$ cat config.mk
export PLATFORM = sky130hd
export DESIGN_NAME = any1_ialign_q
export DESIGN_NICKNAME = d
export VERILOG_FILES = /design/src/rtl/any1_ialign_q.sv
export SDC_FILE = /design/constraint.sdc
export NUM_CORES = 2
export LEC_CHECK = 0
export CAP_MARGIN = 25
export CORE_ASPECT_RATIO = 0.5
export CORE_MARGIN = 2
export CORE_UTILIZATION = 50
export DETAILED_ROUTE_END_ITERATION = 10
export GPL_TIMING_DRIVEN = 0
export PLACE_DENSITY = 0.8
export SKIP_CTS_REPAIR_TIMING = 1
export SYNTH_ARGS = -nofsm -noshare
export SYNTH_HDL_FRONTEND = slang
export SYNTH_SLANG_ARGS = --single-unit
$ cat constraint.sdc
create_clock -name clk_i -period 2.5 [get_ports clk_i]
set_input_delay 0.25 -clock clk_i [delete_from_list [all_inputs] [get_ports clk_i]]
set_output_delay 0.25 -clock clk_i [all_outputs]
set_load 0.02 [all_outputs]
$ cat src/rtl/any1_ialign_q.sv
// Cache-line instruction aligner: walks an accepted line slot by slot and queues
// fixed-width instructions (or a single alignment-fault word) for decode.
module any1_ialign_q #(
  parameter int unsigned LINE_BITS = 512,
  parameter int unsigned INSN_BITS = 64,
  parameter int unsigned AWID      = 32,
  parameter int unsigned RID_W     = 4,
  parameter int unsigned DEPTH     = 4,
  parameter logic [7:0]  FLT_CODE  = 8'h00
) (
  input  logic                       clk_i,
  input  logic                       rst_ni,
  input  logic                       flush_i,
  input  logic                       line_valid_i,
  output logic                       line_ready_o,
  input  logic [LINE_BITS-1:0]       cacheline_i,
  input  logic [AWID-1:0]            ip_i,
  input  logic [AWID-1:0]            pip_i,
  input  logic [RID_W-1:0]           rid_i,
  input  logic                       stream_i,
  input  logic                       predict_taken_i,
  output logic                       out_valid_o,
  input  logic                       out_ready_i,
  output logic [INSN_BITS-1:0]       ir_o,
  output logic [AWID-1:0]            ip_o,
  output logic [AWID-1:0]            pip_o,
  output logic [RID_W-1:0]           rid_o,
  output logic                       stream_o,
  output logic                       predict_taken_o,
  output logic                       fault_o,
  output logic [$clog2(DEPTH):0]     count_o
);

  localparam int unsigned IB     = INSN_BITS / 8;
  localparam int unsigned SLOTS  = LINE_BITS / INSN_BITS;
  localparam int unsigned OFS_W  = $clog2(LINE_BITS / 8);
  localparam int unsigned IBW    = $clog2(IB);
  localparam int unsigned SLOT_W = (SLOTS > 1) ? $clog2(SLOTS) : 1;
  localparam int unsigned PTR_W  = $clog2(DEPTH);
  localparam int unsigned CNT_W  = PTR_W + 1;

  localparam logic [INSN_BITS-1:0] FLT_WORD = INSN_BITS'({FLT_CODE, 16'h0000});

  localparam logic [0:0] StIdle = 1'b0;
  localparam logic [0:0] StWalk = 1'b1;

  logic [0:0]                        state_q, state_d;
  logic [SLOTS-1:0][INSN_BITS-1:0]   line_q, line_d;
  logic [AWID-1:0]                   cur_ip_q, cur_ip_d;
  logic [SLOT_W-1:0]                 slot_q, slot_d;
  logic [AWID-1:0]                   pip_q, pip_d;
  logic [RID_W-1:0]                  rid_q, rid_d;
  logic                              stream_q, stream_d;
  logic                              pt_q, pt_d;
  logic                              flt_q, flt_d;

  logic [OFS_W-1:0]                  ofs;
  logic                              full, push, pop, last_push;
  logic [INSN_BITS-1:0]              push_ir;

  logic [INSN_BITS-1:0]              ir_mem     [DEPTH];
  logic [AWID-1:0]                   ip_mem     [DEPTH];
  logic [AWID-1:0]                   pip_mem    [DEPTH];
  logic [RID_W-1:0]                  rid_mem    [DEPTH];
  logic                              stream_mem [DEPTH];
  logic                              pt_mem     [DEPTH];
  logic                              flt_mem    [DEPTH];
  logic [PTR_W-1:0]                  wr_ptr_q, rd_ptr_q;
  logic [CNT_W-1:0]                  count_q;

  assign ofs          = ip_i[OFS_W-1:0];
  assign full         = (count_q == CNT_W'(DEPTH));
  assign pop          = out_valid_o && out_ready_i;
  assign push         = (state_q == StWalk) && !full && !flush_i;
  assign last_push    = flt_q || pt_q || (slot_q == SLOT_W'(SLOTS - 1));
  assign push_ir      = flt_q ? FLT_WORD : line_q[slot_q];
  assign line_ready_o = (state_q == StIdle);

  always_comb begin
    state_d  = state_q;
    line_d   = line_q;
    cur_ip_d = cur_ip_q;
    slot_d   = slot_q;
    pip_d    = pip_q;
    rid_d    = rid_q;
    stream_d = stream_q;
    pt_d     = pt_q;
    flt_d    = flt_q;
    if (flush_i) begin
      state_d = StIdle;
    end else if (state_q == StIdle) begin
      if (line_valid_i) begin
        state_d  = StWalk;
        line_d   = cacheline_i;
        cur_ip_d = ip_i;
        slot_d   = SLOT_W'(ofs >> IBW);
        pip_d    = pip_i;
        rid_d    = rid_i;
        stream_d = stream_i;
        pt_d     = predict_taken_i;
        flt_d    = |ofs[IBW-1:0];
      end
    end else if (!full) begin
      cur_ip_d = cur_ip_q + AWID'(IB);
      if (last_push) begin
        state_d = StIdle;
      end else begin
        slot_d = slot_q + 1'b1;
      end
    end
  end

  always_ff @(posedge clk_i or negedge rst_ni) begin
    if (!rst_ni) begin
      state_q  <= StIdle;
      line_q   <= '0;
      cur_ip_q <= '0;
      slot_q   <= '0;
      pip_q    <= '0;
      rid_q    <= '0;
      stream_q <= 1'b0;
      pt_q     <= 1'b0;
      flt_q    <= 1'b0;
    end else begin
      state_q  <= state_d;
      line_q   <= line_d;
      cur_ip_q <= cur_ip_d;
      slot_q   <= slot_d;
      pip_q    <= pip_d;
      rid_q    <= rid_d;
      stream_q <= stream_d;
      pt_q     <= pt_d;
      flt_q    <= flt_d;
    end
  end

  // Push is refused on a full queue even when the head is popped the same cycle.
  always_ff @(posedge clk_i or negedge rst_ni) begin
    if (!rst_ni) begin
      wr_ptr_q <= '0;
      rd_ptr_q <= '0;
      count_q  <= '0;
    end else if (flush_i) begin
      wr_ptr_q <= '0;
      rd_ptr_q <= '0;
      count_q  <= '0;
    end else begin
      if (push) wr_ptr_q <= wr_ptr_q + 1'b1;
      if (pop)  rd_ptr_q <= rd_ptr_q + 1'b1;
      if (push && !pop)      count_q <= count_q + 1'b1;
      else if (pop && !push) count_q <= count_q - 1'b1;
    end
  end

  always_ff @(posedge clk_i or negedge rst_ni) begin
    if (!rst_ni) begin
      for (int i = 0; i < int'(DEPTH); i++) begin
        ir_mem[i]     <= '0;
        ip_mem[i]     <= '0;
        pip_mem[i]    <= '0;
        rid_mem[i]    <= '0;
        stream_mem[i] <= 1'b0;
        pt_mem[i]     <= 1'b0;
        flt_mem[i]    <= 1'b0;
      end
    end else if (push) begin
      ir_mem[wr_ptr_q]     <= push_ir;
      ip_mem[wr_ptr_q]     <= cur_ip_q;
      pip_mem[wr_ptr_q]    <= pip_q;
      rid_mem[wr_ptr_q]    <= rid_q;
      stream_mem[wr_ptr_q] <= stream_q;
      pt_mem[wr_ptr_q]     <= pt_q;
      flt_mem[wr_ptr_q]    <= flt_q;
    end
  end

  assign out_valid_o     = (count_q != '0);
  assign count_o         = count_q;
  assign ir_o            = ir_mem[rd_ptr_q];
  assign ip_o            = ip_mem[rd_ptr_q];
  assign pip_o           = pip_mem[rd_ptr_q];
  assign rid_o           = rid_mem[rd_ptr_q];
  assign stream_o        = stream_mem[rd_ptr_q];
  assign predict_taken_o = pt_mem[rd_ptr_q];
  assign fault_o         = flt_mem[rd_ptr_q];

endmodule

==> key figures <==
Critical path
  – Crit-path slowest cell: mux4_2
  – Worst-path maximum fanout: 7
  – Largest stage delay, worst path: 480 ps
  – Setup CP Type: reg -> out
  – Data arrival, critical path: 2470 ps
  – Critical Path Start Type: register
  – Reg2reg setup slack: 40 ps
  – Buf/Inv on CP: 6
  – Critical-path cell list: buf_6, clkbuf_16, buf_12, buf_6, buf_12, mux4_2, buf_6
  – Largest delay share family, worst path: buffers and inverters
  – Reg2reg end: rid_q[1]
  – Reg-to-Reg Start: count_o[0]
  – Critical Path RT: roughly 2300 ps
  – Critical Path Sink Type: output pin
  – R2r worst-path depth: 7
  – CP dominant cell by count: buf_6

Route
  – Post-DRT Antenna Nets: 0
  – WL final: 167000 um
  – DR vias/cell: 5.82
  – Iter 0 DRT Violations: between 3000 and 4000
  – DR WL/cell: 25.4 um
  – Routed via count: 38200
  – TritonRoute pass-1 iters: 5
  – Residual DRC: 0

Placed design
  – PortBufs: 725
  – GP Congestion: approximately 0.94
  – Inst Count DP: 6323
  – Hpwl dp: 120000 um

Yosys
  – Post-synth ARST share: 100%
  – Yosys top cell by area: dfrtp_1
  – Synth Net Count: 4839
  – Most frequent cells after synthesis: 1686 x nand2_1, 1134 x dfrtp_1, 522 x mux2_2
  – Ranking of synthesized cells by area: dfrtp_1 57%, nand2_1 13%, mux4_2 12%
  – Mapped Area: approximately 0.05 mm^2
  – Synth top area share: around 57%
  – EDFF count, synth: 0
  – Mapped Cells: 4244
  – Sequential fraction of the synthesis area: 56.5%
  – Cell with the most instances after synthesis: nand2_1
  – Dominant synthesized flop cell: dfrtp_1
  – #FFs+latches synth: 1134
  – Avg Inst Size Synth: between 10 and 15 um^2
  – Synth cell types: 57
  – Yosys warning count: 0

Power
  – P_leak: 31.3 nW
  – Worst VDD drop: approximately 650 uV
  – Clock group share of total power: 24.8%
  – Combinational power share: 35.9%
  – P_int: 43.7 mW
  – PnR Total Power: 66.0 mW
  – Sw frac: 33.8%
  – Pwr/cell area: 1030 mW/mm^2
  – NetSw: 22.3 mW
  – Share of power burned in registers: 39.3%

Timing
  – Fmax: ~370 MHz
  – Period utilisation layout: 109%
  – Final slew viol count: 0
  – Layout Skew: 30.6 ps
  – RSZ-0062 raised after global routing: yes
  – Hold slack: -366 ps
  – Final hold violations: 260
  – Setup TNS: -10880 ps
  – PnR worst setup slack: -224 ps
  – Max-slew headroom at the worst pin: 30.4%
  – Endpoints failing setup: 110
  – Measured slew at the worst slew-check pin: 1040 ps
  – Min Tclk post-route: about 2700 ps

Outcome
  – Failing checks: hold timing, setup timing
  – Status: finished, violations left

Clock network
  – Clk_lat worst skew: 710 ps
  – Worst-path clk slew: 70 ps
  – CTS Buffer Depth: 3
  – CTS buffer count: 98
  – CTS tree: done
  – H-tree depth: 3
  – CTS sink cnt: 1134
  – Root Driver: clkbuf_16

Global routing
  – Global-route wire length before repair: 244000 um
  – Antenna violations before repair: 35
  – Vias in the first global route: about 40000
  – Overall Global Routing Usage: 31.7%
  – Pin count of the biggest net entering global routing: between 150 and 200
  – Total grt overflow: 0

Die
  – Die X: 452 um
  – Die area: 0.103 mm^2
  – Starting density of the core: 50.3%
  – # IOs: 727
  – Die H: approximately 230 um
  – # rows: 82
  – Total core area: 0.0998 mm^2

Cells and area
  – Nets: 5707
  – Synth-to-Final Area Change: 27.2%
  – Proportion of layout cells with a drive suffix above 1: roughly 25%
  – Layout filler cell count: 7287
  – Final std cells w/o fill: 6564

Run
  – Max Cap Viol: 0

Min path
  – Worst hold path class: in -> async
-- layout by cell type, fill, tap and decap left out, drive strengths merged, types with 10 or more instances in the layout --
master,count
a21oi,41
buf,276
bufinv,11
clkbuf,283
clkdlybuf4s50,588
clkinv,21
dfrtp,1134
diode,30
dlymetal6s2s,34
inv,10
mux2,536
mux2i,68
mux4,263
nand2,1690
nand3,18
nand4,11
nor2,86
o21ai,22
o22ai,17
-- power by group through the flow --
| stage | registers, mW | logic, mW | clock network [mW] |
|---|---|---|---|
| floorplan | 25.0 | 13.9 | 0 |
| global placement | 25.9 | 21.6 | 0 |
| detailed placement | 26.0 | 22.3 | 0 |
| CTS | 25.8 | 22.4 | 16.4 |
| global route | 26.4 | 25.0 | 17.2 |
| finish | 26.0 | 23.7 | 16.4 |
-- how the worst max path moves through the flow --
stage / from / end / depth (start not counted) / slack (ps)
floorplan: count_o[2] / count_o[2] / 8 / 340
global placement: rst_ni / ip_mem[79] / 1 / -46890
detailed placement: line_valid_i / line_q[487] / 8 / -1110
CTS: rd_ptr_q[1] / ip_o[26] / 5 / -1850
global route: rd_ptr_q[0] / ip_o[29] / 7 / -270
finish: rd_ptr_q[0] / ip_o[29] / 7 / -220
-- tightest hold or removal path, cell delays in order --
cell    delay, ps
buf_16         80
buf_16        120
buf_16        360
-- registers in the layout (all words and copies together), names as in the netlist, 4 cells and up --
name / flops
stream_mem: 4
pip_q: 32
flt_mem: 4
ip_mem: 128
ir_mem: 256
pip_mem: 128
line_q: 512
cur_ip_q: 32
rid_q: 4
rid_mem: 16
pt_mem: 4
-- stage by stage --
stage | util [%] | hold slack (ps) | instance area [um^2] | setup slack, ps
3_5_place_dp | 59.5 | 181 | 59400 | -1110
6_report | 64.0 | -366 | 63800 | -224
4_1_cts | 62.9 | -571 | 62800 | -1850
5_1_grt | 64.0 | -282 | 63800 | -275
3_3_place_gp | 59.3 | 453 | 59100 | -46890
2_1_floorplan | - | -45.6 | 50200 | 341
-- metal layers --
metal / vias up / track usage, % / wire length (um)
met4: 0 / 22.0 / 13600
met2: 1755 / 50.3 / 80100
met1: 19700 / 39.9 / 62200
met5: - / 0 / 0
met3: 541 / 5.48 / 11000
li1: 16100 / - / -
-- cell type report --
class                      count  area [um^2]  share of cell area (%)
sequential                  1134        28400                    44.5
multi-input combinational   2824        20600                    32.2
timing repair buffer         771         8030                    12.6
clock buffer                 135         2860                    4.47
tap                         1344         1680                    2.63
buffer                       277         1670                    2.62
clock inverter                43          549                   0.860
antenna                       30         75.1                   0.118
inverter                       6         22.5                  0.0353
-- logic make-up after synthesis --
family	synth area share, %
AND/OR/NAND/NOR	14.1
multiplexers	25.2
XOR/XNOR	0.105
AO/OA/AOI/OAI	1.30
buffers and inverters	2.64
flip-flops	56.5
adder cells (fa/ha/maj)	0.214
(Power assumes the default switching activity.)
